### src/rtl/piso_serializer.sv
// Parallel-in/serial-out stage: takes a DATA_WIDTH-bit word over valid/ready
// and emits it one bit per accepted beat, MSB- or LSB-first.
module piso_serializer #(
   parameter int DATA_WIDTH = 8,
   parameter bit LSB_FIRST  = 1'b0
) (
   input  logic                  clk,
   input  logic                  resetn,
   input  logic [DATA_WIDTH-1:0] din,
   input  logic                  din_valid,
   output logic                  din_ready,
   output logic                  dout,
   output logic                  dout_valid,
   output logic                  dout_last,
   input  logic                  dout_ready
);

   localparam int CW = $clog2(DATA_WIDTH);
   localparam logic [CW-1:0] LAST = CW'(DATA_WIDTH - 1);

   typedef enum logic {IDLE = 1'b0, SHIFT = 1'b1} state_t;

   state_t                state, state_nxt;
   logic [DATA_WIDTH-1:0] shreg, shreg_nxt;
   logic [CW-1:0]         cnt, cnt_nxt;
   logic                  load, beat;

   assign dout_valid = (state == SHIFT);
   assign dout_last  = dout_valid & (cnt == LAST);
   assign dout       = dout_valid & (LSB_FIRST ? shreg[0] : shreg[DATA_WIDTH-1]);

   // Reload is allowed on the final beat so consecutive words leave no bubble.
   assign din_ready  = resetn & ((state == IDLE) | (dout_valid & dout_ready & dout_last));
   assign load       = din_valid & din_ready;
   assign beat       = dout_valid & dout_ready;

   always_comb begin
      state_nxt = state;
      shreg_nxt = shreg;
      cnt_nxt   = cnt;
      if (beat) begin
         if (!dout_last) begin
            shreg_nxt = LSB_FIRST ? (shreg >> 1) : (shreg << 1);
            cnt_nxt   = cnt + 1'b1;
         end else begin
            state_nxt = IDLE;
            cnt_nxt   = '0;
         end
      end
      // A load overrides the end-of-word return to IDLE.
      if (load) begin
         shreg_nxt = din;
         cnt_nxt   = '0;
         state_nxt = SHIFT;
      end
   end

   always_ff @(posedge clk) begin
      if (!resetn) begin
         state <= IDLE;
         shreg <= '0;
         cnt   <= '0;
      end else begin
         state <= state_nxt;
         shreg <= shreg_nxt;
         cnt   <= cnt_nxt;
      end
   end

endmodule

### config.mk
export PLATFORM = sky130hd
export DESIGN_NAME = piso_serializer
export DESIGN_NICKNAME = d
export VERILOG_FILES = /design/src/rtl/piso_serializer.sv
export SDC_FILE = /design/constraint.sdc
export NUM_CORES = 1
export LEC_CHECK = 0
export ABC_AREA = 1
export CAP_MARGIN = 20
export CORE_MARGIN = 3
export CORE_UTILIZATION = 40
export CTS_CLUSTER_SIZE = 30
export DETAILED_ROUTE_END_ITERATION = 7
export MAX_ROUTING_LAYER = met4
export PLACE_DENSITY_LB_ADDON = 0.12
export SETUP_SLACK_MARGIN = 0.15
export SKIP_CTS_REPAIR_TIMING = 1
export SYNTH_ARGS = -nofsm -noshare
export SYNTH_HDL_FRONTEND = slang
export SYNTH_SLANG_ARGS = --single-unit
### constraint.sdc
create_clock -name clk -period 3.75 [get_ports clk]
set_input_delay 0.375 -clock clk [delete_from_list [all_inputs] [get_ports clk]]
set_output_delay 0.375 -clock clk [all_outputs]
set_load 0.1 [all_outputs]
==> metrics.cfg <==
[placed_design]
post-place-ws_ps = 1389
io_buffer_count = 15
gp_congestion = 0.7311
hpwl_um = 911

[pwr]
combPwrFrac = 0.199
sw_frac_of_total = 0.2979
p_sw_w = 0.00009205
p_int_w = 0.0002169
leakage_nw = 0.3739
clockPowerShare = 0.349
p_seq_frac = 0.453
ir_drop_uv = 168.3
power-per-cell-area_nw_per_um2 = 369.1

[floorplan]
initial_core_util = 0.4310
num_rows = 14
coreArea_um2 = 1541
ioPinCount = 16
dieArea_um2 = 2186
die_x_um = 46.76
fp.dieH_um = 46.76

[drt]
avgViaCountPerCell = 5.171
ant_nets = 0
vias = 636
routedWlPerCell_um = 10.88
drt_pass1_iterations = 4
drc_errors = 0
finalWirelength_um = 1338
drtIter0Drc = 11

[setup_path]
cp.required_ps = 3380
startpoint_type = register
rrSetupSlack_ps = 2200
cp_max_fo = 3
arrival_ps = 2300
path_class = reg -> out
crit_path_end_kind = output port

[grt]
grt_pass1_vias = 525
antenna_found_initial = 0
grt_usage = 0.1522
gr-total-overflow = 0
grt_max_degree = 18
grt_pass1_wl_um = 2242

[sta]
period_share = 0.7124
worstMarginPinSlew_ps = 959.6
post-route-min-period_ps = 2672
setup_slack_ps = 1079
skew_ps = 1.904
hold_viol = 0
max_freq_mhz = 374.3
tns_ps = 0
setup_viol = 0
maxSlewHeadroom = 0.3583
rsz0062_at_grt = no
drv_slew = 0

[finish]
fillers = 154
multiInputGateArea_um2 = 351.6
final_layout_size_suffix_gt1_frac = 0.1308
fin_nets = 122
diodes = 0
regArea_um2 = 240.2
syn2layout_area_growth_pct = 25.99

[synth]
synthTopCellsByCount = nand2_1 (24), dfxtp_1 (12), nand3_1 (11), a21oi_1 (10), inv_1 (9)
synth_edf_count = 0
ys_top_cells_by_area = dfxtp_1 (36%), nand2_1 (14%), nand3_1 (8.3%)
syn-instance-count = 92
ys_seq_elements = 12
syn_area_um2 = 664.4
ys.flop_type = dfxtp_1
yosys.area.top_type = dfxtp_1
yosysSeqAreaShare = 0.3616
ys_types = 19
yosysMostFrequentCell = nand2_1
async_reset_ff_frac = 0
avgSynthCellArea_um2 = 7.222
synth-warning-count = 0
syn_nets = 106
synth_top_area_frac = 0.3616

[cts]
htree_levels = 1
cts_buffers = 3
cts_root_buffer = clkbuf_4
cts_buffer_depth = 2
cts.sinks = 12
clock_latency_ps = 280
cts_tree = done
clk_pin_slew_ps = 80

[run]
max-cap-violations = 0

[hold_path]
hold_class = reg -> reg

[status]
outcome = complete, no violations

## kinds of logic after synthesis
family / Yosys count / synth area share
simple gates: 50 / 0.3842
buf+inv: 15 / 0.1092
compound gates: 13 / 0.1073
flops: 12 / 0.3616
fa+ha+maj: 2 / 0.03766
## per-layer routing
layer,vias to the layer above,share of wire,global-route usage
li1,334,-,-
met1,278,0.42,0.1841
met2,19,0.49,0.2335
met3,5,0.064,0.03448
met4,0,0.025,0.08287
met5,-,0,-
## power groups by stage
stage	combinational, W	sequential [W]	clock, W
after floorplan	0.0000405	0.000146	0
after global placement	0.0000618	0.000143	0
after detailed placement	0.0000617	0.000143	0
after CTS	0.0000618	0.000140	0.000109
after global routing	0.0000667	0.000141	0.000113
final	0.0000614	0.000140	0.000108
## layout by cell type, fill, tap and decap left out, types with 2 or more instances in the layout
cell,n
nor2_1,2
ha_1,2
nand4_1,7
dfxtp_1,12
a21oi_1,10
nand3_1,11
nand2_1,24
inv_2,2
clkbuf_4,3
clkdlybuf4s50_1,14
nand2_2,3
inv_1,9
## final timing paths
kind / start / cells past startpoint / to
worst min register to register: cnt[1]$_SDFFE_PP0P_ / 2 / cnt[1]$_SDFFE_PP0P_
worst max-delay path: cnt[0]$_SDFFE_PP0P_ / 5 / dout_last
worst min-delay path: cnt[1]$_SDFFE_PP0P_ / 2 / cnt[1]$_SDFFE_PP0P_
worst max register to register: cnt[0]$_SDFFE_PP0P_ / 8 / shreg[4]$_SDFFE_PN0P_
## flip-flops by register name, indices dropped and copies added, names as in the netlist
signal / cells
shreg: 8
cnt: 3
dout_valid: 1
## area by class of cell
class,count,share of cell area
repair buffers,15,0.1764
well taps,16,0.02392
multi-input cells,65,0.4200
flip-flops and latches,12,0.2870
inverters,11,0.04933
clock buffers,4,0.04335
## critical path, cell delays in order (launching register included)
cell and delay [ps]:
dfxtp_1 360, ha_1 160, ha_1 240, nand2_1 70
inv_1 60, clkdlybuf4s50_1 1120
## per-stage QoR
stage               instances  hold slack (ps)    util  cell area, um2  total power (W)
floorplan                  92            439.8       -           664.4        0.0001866
global placement          119            456.2  0.5195           800.8        0.0002045
detailed placement        119            463.5  0.5195           800.8        0.0002044
CTS                       123            475.2  0.5430           837.1        0.0003110
global route              123            497.0  0.5430           837.1        0.0003207
finish                    123            471.5  0.5430           837.1        0.0003090
Note: power is estimated with default switching activity, not from simulation.
